`src/rtl/bure_ctrl_pkg.sv`:
```
// bure_ctrl_pkg: shared types and sizing helpers for the decode-stage hazard controller.
package bure_ctrl_pkg;
  typedef enum logic {RUN, FLUSH} bure_hz_state_e;
  localparam int REG_ADDR_W = 5;
  function automatic int flush_cnt_w(input int flush_cycles);
    return $clog2(flush_cycles + 1);
  endfunction
endpackage

```
`src/rtl/bure_scoreboard.sv`:
```
// bure_scoreboard: per-register pending bitmap with write-first clear view; set beats clear, x0 never set.
module bure_scoreboard
  import bure_ctrl_pkg::*;
#(
  parameter int NREGS = 32
) (
  input  logic                  clk,
  input  logic                  rst_n,
  input  logic                  clr_en,
  input  logic [REG_ADDR_W-1:0] clr_addr,
  input  logic                  set_en,
  input  logic [REG_ADDR_W-1:0] set_addr,
  output logic [NREGS-1:0]      sb,
  output logic [NREGS-1:0]      sb_eff
);
  logic [NREGS-1:0] clr_mask, set_mask;
  always_comb begin
    clr_mask = clr_en ? NREGS'(1) << clr_addr : '0;
    set_mask = (set_en && set_addr != '0) ? NREGS'(1) << set_addr : '0;
    sb_eff   = sb & ~clr_mask;
  end
  always_ff @(posedge clk or negedge rst_n)
    if (!rst_n) sb <= '0;
    else        sb <= (sb_eff | set_mask) & ~NREGS'(1);
endmodule

```
`src/rtl/bure_hazard_ctrl.sv`:
```
// bure_hazard_ctrl: decode-stage sequencer; stalls IF/ID on load-use hazards and flushes ID after redirects.
module bure_hazard_ctrl
  import bure_ctrl_pkg::*;
#(
  parameter int NREGS        = 32,
  parameter int FLUSH_CYCLES = 2,
  parameter int CNT_WIDTH    = 32
) (
  input  logic                  i_clk,
  input  logic                  i_rstn,
  input  logic                  i_id_valid,
  input  logic                  i_id_rs1_used,
  input  logic [REG_ADDR_W-1:0] i_id_rs1_addr,
  input  logic                  i_id_rs2_used,
  input  logic [REG_ADDR_W-1:0] i_id_rs2_addr,
  input  logic                  i_id_is_load_op,
  input  logic                  i_id_rd_wen,
  input  logic [REG_ADDR_W-1:0] i_id_rd_addr,
  input  logic                  i_wb_valid,
  input  logic [REG_ADDR_W-1:0] i_wb_rd_addr,
  input  logic                  i_redirect_valid,
  output logic                  o_if_stall,
  output logic                  o_id_stall,
  output logic                  o_id_flush,
  output logic                  o_ex_bubble,
  output logic [NREGS-1:0]      o_scoreboard,
  output logic [CNT_WIDTH-1:0]  o_stall_cnt
);
  localparam int FCW = flush_cnt_w(FLUSH_CYCLES);
  localparam logic [FCW-1:0] RELOAD = FCW'(FLUSH_CYCLES - 1);
  bure_hz_state_e state, state_nx;
  logic [FCW-1:0] cnt, cnt_nx;
  logic [NREGS-1:0] sb, sb_eff;
  logic haz, flush, stall, iss;
  bure_scoreboard #(.NREGS(NREGS)) u_sb (
    .clk      (i_clk),
    .rst_n    (i_rstn),
    .clr_en   (i_wb_valid),
    .clr_addr (i_wb_rd_addr),
    .set_en   (iss & i_id_is_load_op & i_id_rd_wen),
    .set_addr (i_id_rd_addr),
    .sb       (sb),
    .sb_eff   (sb_eff)
  );
  // cnt holds the flush cycles still owed after the current one
  always_comb begin
    haz      = i_id_valid & ((i_id_rs1_used & sb_eff[i_id_rs1_addr]) |
                             (i_id_rs2_used & sb_eff[i_id_rs2_addr]));
    flush    = i_redirect_valid | (state == FLUSH);
    stall    = haz & ~flush;
    iss      = i_id_valid & ~haz & ~flush;
    cnt_nx   = i_redirect_valid ? RELOAD : (state == FLUSH) ? cnt - FCW'(1) : cnt;
    state_nx = (flush && cnt_nx != '0) ? FLUSH : RUN;
  end
  always_ff @(posedge i_clk or negedge i_rstn)
    if (!i_rstn) begin
      state       <= RUN;
      cnt         <= '0;
      o_stall_cnt <= '0;
    end else begin
      state <= state_nx;
      cnt   <= cnt_nx;
      if (stall && ~&o_stall_cnt) o_stall_cnt <= o_stall_cnt + CNT_WIDTH'(1);
    end
  assign o_if_stall   = stall;
  assign o_id_stall   = stall;
  assign o_ex_bubble  = stall;
  assign o_id_flush   = flush;
  assign o_scoreboard = sb;
endmodule

```
`config.mk`:
```
export PLATFORM = sky130hd
export DESIGN_NAME = bure_hazard_ctrl
export DESIGN_NICKNAME = d
export VERILOG_FILES = /design/src/rtl/bure_ctrl_pkg.sv /design/src/rtl/bure_scoreboard.sv /design/src/rtl/bure_hazard_ctrl.sv
export SDC_FILE = /design/constraint.sdc
export NUM_CORES = 1
export LEC_CHECK = 0
export CAP_MARGIN = 10
export CORE_ASPECT_RATIO = 1.25
export CORE_UTILIZATION = 49
export DETAILED_ROUTE_END_ITERATION = 10
export MAX_ROUTING_LAYER = met4
export PLACE_DENSITY = 0.8
export SLEW_MARGIN = 20
export SYNTH_ARGS = -nofsm -noshare
export SYNTH_HDL_FRONTEND = slang
export SYNTH_HIERARCHICAL = 1
export SYNTH_SLANG_ARGS = --single-unit
```
`constraint.sdc`:
```
create_clock -name i_clk -period 6.8 [get_ports i_clk]
set_clock_uncertainty 0.05 [all_clocks]
set_input_delay 1.36 -clock i_clk [delete_from_list [all_inputs] [get_ports i_clk]]
set_output_delay 1.36 -clock i_clk [all_outputs]
set_load 0.01 [all_outputs]
```
# Word-level counts from Yosys, hierarchy flattened
# Index checks and enable logic that the tools add are counted.
classes:
  add_sub_neg: 2
  n_reduce_logical: 7
  n_bitwise: 15
  mux: 9
  shift: 2
  order_cmp: 2
op_table:
  columns: ["op", "count"]
  rows:
  - ["$mux W32", 2]
  - ["$shl A1 B5 Y32 const A", 2]
  - ["$add A32 B1 Y32 const B", 1]
  - ["$and A32 B32 Y32", 1]
  - ["$not A32 Y32", 1]
  - ["$or A32 B32 Y32", 1]
  - ["$reduce_and A32 Y1", 1]
  - ["$lt A5 B6 Y1 const B", 2]
  - ["$bmux W1 S5", 2]
  - ["$and A1 B1 Y1", 8]
  - ["$reduce_bool A5 Y1", 1]
  - ["$mux W2", 2]
  - ["$logic_and A1 B1 Y1", 3]
  - ["$mux W1", 3]
  - ["$not A1 Y1", 2]
  - ["$or A1 B1 Y1", 2]
  - ["$reduce_bool A2 Y1", 1]
  - ["$sub A2 B1 Y2 const B", 1]
  - ["$logic_not A1 Y1", 1]
totals:
  inputBits: 29
  register_bits: 66
  out_inout_bits: 68
  elab_cells: 41

# Depth between registers and ports, before layout
# Gate-level depths: netlist of the first run.
logic_depth:
  depth_word: 17
  ltp_mapped: 12
  ltp_nobuf: 11

# Modules after synthesis
# The synthesis of the first run kept the hierarchy.
by_module_without_submodules:
  columns: ["module", "n_inst", "area_each_um2", "cells_each", "seq_area_each_um2"]
  rows:
  - ["bure_hazard_ctrl", 1, 2378.5, 216, 875.8]
  - ["bure_scoreboard", 1, 1514.0, 137, 775.7]

# Worst setup path before layout of the first run
# Ideal clock, no wire load.
synth_timing:
  path_kind: "input port to output port"
  startpoint: "input port i_wb_rd_addr[2]"
  endpoint: "output port o_id_stall"
  path_slack_ns: 1.676
  t_arrival_ns: 3.714
  t_required_ns: 5.390
  stages: 10
  n_path_buf: 2
  cell_sequence: "or4b_4 -> o21a_1 -> mux4_2 -> mux2_2 -> nor3b_1 -> a41o_1 -> o22a_2 -> buf_2 -> inv_1 -> buf_4"
synth_via:
  elab_chain_len: 10
  word_cells_on_any_way: 13
  cone_classes: "shift (1); mux (5); bitwise (7)"
synth_rtl:
  columns: ["element", "line_no", "source"]
  rows:
  - ["start, declared", "bure_hazard_ctrl.sv:20", "input logic [REG_ADDR_W-1:0] i_wb_rd_addr,"]
  - ["$shl A1 B5 Y32 (*)", "bure_scoreboard.sv:18", "clr_mask = clr_en ? NREGS'(1) << clr_addr : '0;"]
  - ["$mux W32 (*)", "bure_scoreboard.sv:18", null]
  - ["$not A32 Y32 (*)", "bure_scoreboard.sv:20", "sb_eff = sb & ~clr_mask;"]
  - ["$and A32 B32 Y32 (*)", "bure_scoreboard.sv:20", null]
  - ["via sb_eff[10]", "bure_hazard_ctrl.sv:33", "logic [NREGS-1:0] sb, sb_eff;"]
  - ["$bmux W1 S5 (on tied branches)", "bure_hazard_ctrl.sv:47, bure_hazard_ctrl.sv:48", null]
  - ["$mux W1 (on tied branches)", "bure_hazard_ctrl.sv:47, bure_hazard_ctrl.sv:48", null]
  - ["$and A1 B1 Y1 (on tied branches)", "bure_hazard_ctrl.sv:47, bure_hazard_ctrl.sv:48", null]
  - ["$or A1 B1 Y1 (*)", "bure_hazard_ctrl.sv:47", "haz = i_id_valid & ((i_id_rs1_used & sb_eff[i_id_rs1_addr]) |"]
  - ["$and A1 B1 Y1 (*)", "bure_hazard_ctrl.sv:47", null]
  - ["$and A1 B1 Y1 (*)", "bure_hazard_ctrl.sv:50", "stall = haz & ~flush;"]
  - ["end, declared", "bure_hazard_ctrl.sv:23", "output logic o_id_stall,"]
# The timed path passes the listed nets; every way through them passes the cells marked *. The select of a mux whose other input is x is not followed.

# Worst setup path after layout of the first run
# Same ends and word-level chain as after synthesis.

==> parameters.txt, run 1 <==
Parameter                              Value

Synthesis
  Yosys warns    6
  Multiplexer area fraction after synthesis    11.2%
  Number of library cell types mapped by synthesis    43
  Most common cell in the synthesized netlist    dfrtp_1
  Post-Synthesis Cells    353
  Combinational family with the most area after synthesis    simple AND/OR/NAND/NOR gates
  Xor-xnor portion of the synthesized cell area    6.98%
  Number of register bits inferred by synthesis    66
  Adder and majority cell fraction of the synthesized area    0.321%
  Post-synth EDFFs    0
  Share of async-settable or async-resettable flops after synthesis    100%
  Compound-cell area share of the yosys netlist    13.1%
  Mapped Area    3890 um2
  Simple logic cell fraction of the synthesized area    21.9%
  Synth top area share    42.4%
  Commonest register cell after synthesis    dfrtp_1
  Library cell occupying the most area in the post-synthesis netlist    dfrtp_1
  Avg Synthesized Cell Area    11.0 um2
  Commonest cells in the synthesized netlist    dfrtp_1 (66), o21bai_1 (32), o21a_1 (31)
  Leading cell types by total area after synthesis    dfrtp_1 (42%), mux4_2 (9.3%), xor2_1 (6.5%), o21bai_1 (6.2%), o21a_1 (6.0%)
  Share of the yosys chip area belonging to registers    42.4%

Timing
  Post-layout minimum cycle time    5910 ps
  Headroom to the max-slew limit    44.8%
  Unrepaired setup endpoints after global routing    false
  Highest attainable clock frequency    0.169 GHz
  Final Hold Viols    0
  Final setup violating endpoints    0
  Slew @ Worst Pin    827 ps
  Setup TNS    0 ps
  Max-slew violation count    0
  Final cycle utilization of the critical path    87.0%

Routing
  Per-cell routed wire length    20.0 um
  DRC Markers    0
  Number of nets with antenna violations after detailed routing    0
  Initial DRC count    213
  Per-cell via count in the routed design    6.05
  Final routed wirelength across all metal layers    10.8 mm
  Total via count in the routed design    3,271
  TritonRoute pass-1 iters    4

GRT
  First-pass GRT wire length    16.9 mm
  Overall routing resource usage    28.5%
  Vias in the first global route    3,264
  GRT overflow    0
  Antenna violations before repair    0
  Pin count of the biggest net entering global routing    67

Worst setup path
  Stage delay of the slowest cell on the critical path    600 ps
  Crit path capture type    output port
  Library cell contributing the largest single delay on the critical path    or4b_4
  CP dominant cell by count    clkdlybuf4s50_1
  Worst Path Arrival    4500 ps
  Worst Path Max Fanout    8
  Worst-path cell chain    clkdlybuf4s50_1, or4b_4, o21a_1, mux4_2, mux2_2, nor3b_1, a41o_1, o22a_2, inv_1, clkdlybuf4s50_1
  Kind of cell adding the most delay to the critical path    buffers and inverters
  Crit path required time    5390 ps
  Buffers and inverters on the worst path    3
  Category of the critical setup timing path    input pin to output port
  Type of element launching the critical path    input pin

Pwr
  Cell-internal power    0.662 mW
  Switching pwr    0.251 mW
  Comb power frac    16.8%
  Final total power    0.913 mW
  Power Density    181 nW/um2
  Share of total power in sequential cells    47.9%
  Leak pwr    2.09 nW
  Switch share    27.5%
  Clock power frac    35.3%
  Max IR drop VDD    173 uV

Final layout
  Ant diodes    0
  Layout overhead on the synthesized area    29.6%
  Final #Nets    472
  Fraction of layout cells with a size suffix above 1    12.8%

Clock tree
  Clk sink count    66
  Clock tree from TritonCTS    done
  # resized after CTS    0
  H-tree level count    3
  Clock Latency Late Sink    350 ps
  Clk Tree Root Cell    clkbuf_8
  Number of buffers on the longest clock path    2
  Total of hold buffers inserted after clock tree synthesis    0
  Number of buffers added by the clock tree synthesis step    9
  Worst-path clk slew    70 ps
  Post-CTS setup repair buffer count    0

Die
  I/O Pins    97
  Vertical die dimension    102 um
  Total number of placement rows    36
  Area of the core    7750 um2
  Die Footprint    8310 um2
  Width of the die    81.7 um
  Starting Density    50.2%

Placed design
  Quantity of I/O buffers inserted on ports    95
  Final estimated routing congestion in global placement    0.891
  DP Wirelength    7.95 mm

Outcome
  Result of the run    finished clean

Hold path
  Worst hold path class    register to register

Run
  Max Cap Violations    0
==> sequential cells by signal (all words and copies together) (netlist names) <==
name	cells
state	1
cnt	2
o_stall_cnt	32
u_sb/sb	31
==> metal layers <==
layer | wire [um] | vias to the layer above | global-route usage, % | part of all wire (%)
li1 | - | 1481 | - | -
met2 | 5480 | 147 | 46.3 | 51
met5 | 0 | - | - | 0
met4 | 348 | 0 | 12.4 | 3.2
met1 | 4350 | 1615 | 34.9 | 40
met3 | 661 | 28 | 4.41 | 6.1
==> stage by stage <==
| stage | cells | hold WS [ps] | util, % | worst slack (ps) | cell area (um2) |
|---|---|---|---|---|---|
| final | 541 | 438 | 65.1 | 886 | 5050 |
| after global routing | 541 | 469 | 65.1 | 718 | 5050 |
| after CTS | 541 | 440 | 65.1 | 897 | 5050 |
| after detailed placement | 526 | 425 | 62.8 | 902 | 4860 |
| after global placement | 526 | 426 | 62.8 | 974 | 4860 |
| after floorplan | 354 | 428 | - | 1680 | 3900 |
==> logic make-up after synthesis <==
kind of cell / after synthesis
xor+xnor: 31
buf+inv: 28
fa+ha+maj: 1
flops: 66
compound gates: 68
other cells: 1
mux: 23
simple gates: 135
==> final timing paths <==
path,startpoint,depth (start not counted),to,slack (ps)
max in group asynchronous,i_rstn,2,o_stall_cnt[19],5020
min,o_stall_cnt[10],1,o_stall_cnt[10],440
max,i_wb_rd_addr[2],10,o_id_stall,890
min reg2reg,o_stall_cnt[10],1,o_stall_cnt[10],440
max reg2reg,o_stall_cnt[19],8,o_stall_cnt[23],3690
min in group asynchronous,i_rstn,2,u_sb/sb[18],1140
==> cell usage in the layout (no fill, tap or decap), drive strengths merged, types with 10 or more instances in the layout <==
cell,instances
nand3,17
clkbuf,10
nor2,13
nand4,10
mux4,16
o21bai,32
xor2,29
clkdlybuf4s50,94
o21a,31
nor4,19
dfrtp,66
nand2,26
==> power by group through the flow <==
stage,Sequential (mW),Combinational [mW],Clock [mW]
floorplan,0.449,0.0642,0
global placement,0.444,0.151,0
detailed placement,0.444,0.153,0
CTS,0.438,0.155,0.326
global route,0.440,0.166,0.343
finish,0.437,0.154,0.322
==> cell type report <==
type / instances / area (um2)
clock buffer: 10 / 128
clock inverter: 5 / 56.3
fill: 631 / 2700
inverter: 7 / 26.3
multi-input combinational: 260 / 2100
sequential: 66 / 1650
tap: 95 / 119
timing repair buffer: 98 / 968
Note: power is estimated with default switching activity, not from simulation.
==> run 2: changes to the inputs <==
--- a/config.mk
+++ b/config.mk
@@ -7,6 +7,7 @@
 export LEC_CHECK = 0
 export CAP_MARGIN = 10
 export CORE_ASPECT_RATIO = 1.25
+export CORE_MARGIN = 2
 export CORE_UTILIZATION = 49
 export DETAILED_ROUTE_END_ITERATION = 10
 export MAX_ROUTING_LAYER = met4
==> constraint.sdc (replaced) <==
create_clock -name i_clk -period 6.1 [get_ports i_clk]
set_clock_uncertainty 0.05 [all_clocks]
set_input_delay 1.22 -clock i_clk [delete_from_list [all_inputs] [get_ports i_clk]]
set_output_delay 1.22 -clock i_clk [all_outputs]
set_load 0.01 [all_outputs]
==> run 2 against run 1 <==
Net effect:
- power is 17% higher
- sequential power rose by 11%
- flip-flop and latch count unchanged
- die area grew 4.5%
- final cell count grew 0.37%
- via count rose by 0.67%
- cell area grew 0.84%
- global-route usage decreased by 2.5 points
- non-clock buffer count rose by 1
- clock power rose by 28%
- largest power group unchanged
- highest routed layer unchanged
==> parameters.txt, run 2 (synthesis results as in run 1) <==
Parameter                              Value

Outcome
  Result of the run    finished clean

GRT
  Antenna violations before repair    0
  Pin count of the biggest net entering global routing    67
  Vias in the first global route    3,430
  Overall routing resource usage    26.1%
  GRT overflow    0
  First-pass GRT wire length    17.4 mm

Run
  Max Cap Violations    0

Clock tree
  Clock tree from TritonCTS    done
  Post-CTS setup repair buffer count    0
  Worst-path clk slew    80 ps
  Number of buffers added by the clock tree synthesis step    9
  Number of buffers on the longest clock path    2
  Clock Latency Late Sink    350 ps
  H-tree level count    3
  Total of hold buffers inserted after clock tree synthesis    0
  Clk sink count    66
  Clk Tree Root Cell    clkbuf_8
  # resized after CTS    0

Worst setup path
  Worst Path Max Fanout    8
  Category of the critical setup timing path    input pin to output port
  Buffers and inverters on the worst path    3
  Type of element launching the critical path    input pin
  Library cell contributing the largest single delay on the critical path    clkdlybuf4s50_1
  Worst-path cell chain    clkdlybuf4s50_1, or4b_4, o21a_1, mux4_2, mux2_2, nor3b_1, a41o_1, o22a_2, inv_1, clkdlybuf4s50_1
  Kind of cell adding the most delay to the critical path    buffers and inverters
  Stage delay of the slowest cell on the critical path    610 ps
  CP dominant cell by count    clkdlybuf4s50_1
  Crit path capture type    output port
  Worst Path Arrival    4400 ps
  Crit path required time    4830 ps

Final layout
  Most flop-heavy register    o_stall_cnt
  Final Cell Area    5090 um2
  Final #Nets    473
  Seq. cell area    1650 um2
  Number of filler instances in the final layout    595
  Most common cell after layout, fill and taps aside    clkdlybuf4s50_1
  Largest registers in the final layout    o_stall_cnt (32), u_sb/sb (31), cnt (2)
  Layout overhead on the synthesized area    30.7%
  Number of non-filler instances in the completed layout    543
  Fraction of layout cells with a size suffix above 1    13.2%
  Ant diodes    0
  Final design utilization    65.7%
  Number of flip-flops in the largest register    32
  Top library cells by usage in the layout, fill and taps aside    clkdlybuf4s50_1 (94), dfrtp_1 (66), o21bai_1 (32)
  Multi-input gate area    2100 um2

Hold path
  Worst hold path class    register to register

Timing
  Setup TNS    0 ps
  Final setup violating endpoints    0
  Hold slack final    446 ps
  Highest attainable clock frequency    0.176 GHz
  Max-slew violation count    0
  Headroom to the max-slew limit    44.2%
  Setup slack after layout    433 ps
  Post-layout minimum cycle time    5670 ps
  Final Hold Viols    0
  Unrepaired setup endpoints after global routing    false
  Final cycle utilization of the critical path    92.9%
  Slew @ Worst Pin    837 ps

Placed design
  DP Wirelength    7.90 mm
  Area after detailed placement    4870 um2
  Post-Place Worst Slack    496 ps
  Final estimated routing congestion in global placement    1.01
  Quantity of I/O buffers inserted on ports    95
  Instance count after placement with tap cells included    527

Routing
  DRC Markers    0
  Number of nets with antenna violations after detailed routing    0
  Per-cell routed wire length    20.0 um
  Total via count in the routed design    3,293
  TritonRoute pass-1 iters    5
  Initial DRC count    231
  Per-cell via count in the routed design    6.06
  Final routed wirelength across all metal layers    10.9 mm

Pwr
  Final total power    1.07 mW
  Max IR drop VDD    202 uV
  Power Density    211 nW/um2
  Leak pwr    2.10 nW

Die
  Die Footprint    8680 um2
  Total number of placement rows    36
  Width of the die    83.7 um
  Vertical die dimension    104 um
  Area of the core    7750 um2
  I/O Pins    97
  Starting Density    50.2%
[run 2: final cells by class]
cell class / count / share of cell area, %
clock buffer: 10 / 2.51
clock inverter: 6 / 1.79
inverter: 7 / 0.516
multi-input combinational: 260 / 41.2
sequential: 66 / 32.5
tap: 95 / 2.34
timing repair buffer: 99 / 19.2
[run 2: path summary, 6_finish.rpt]
path | from | to | slack (ps) | depth (start not counted)
worst max-delay path | i_wb_valid | o_id_stall | 430 | 10
worst min-delay path | o_stall_cnt[10] | o_stall_cnt[10] | 450 | 1
worst max register to register | u_sb/sb[11] | u_sb/sb[7] | 3020 | 10
worst min register to register | o_stall_cnt[10] | o_stall_cnt[10] | 450 | 1
max in group asynchronous | i_rstn | o_stall_cnt[2] | 4450 | 2
min in group asynchronous | i_rstn | u_sb/sb[25] | 990 | 2
[run 2: routing by layer]
| layer | global-route usage [%] | part of all wire (%) | vias up |
|---|---|---|---|
| li1 | - | - | 1493 |
| met1 | 30.9 | 39 | 1615 |
| met2 | 43.5 | 51 | 148 |
| met3 | 4.38 | 5.5 | 37 |
| met4 | 11.9 | 4.0 | 0 |
| met5 | - | 0 | - |
[run 2: report_power, final]
group / switching, mW / internal (mW)
Clock: 0.182 / 0.231
Sequential: 0.0262 / 0.461
Combinational: 0.0813 / 0.0911
[run 2: worst reg2reg max path: stages, from the launching register on]
cell and delay [ps]:
dfrtp_1 390, o21a_1 140, mux4_2 480, mux2_2 270, nor3b_1 190, a41o_1 160, o22ai_1 90, nor2_1 350
or3b_2 540, o21bai_1 210, o21bai_1 140
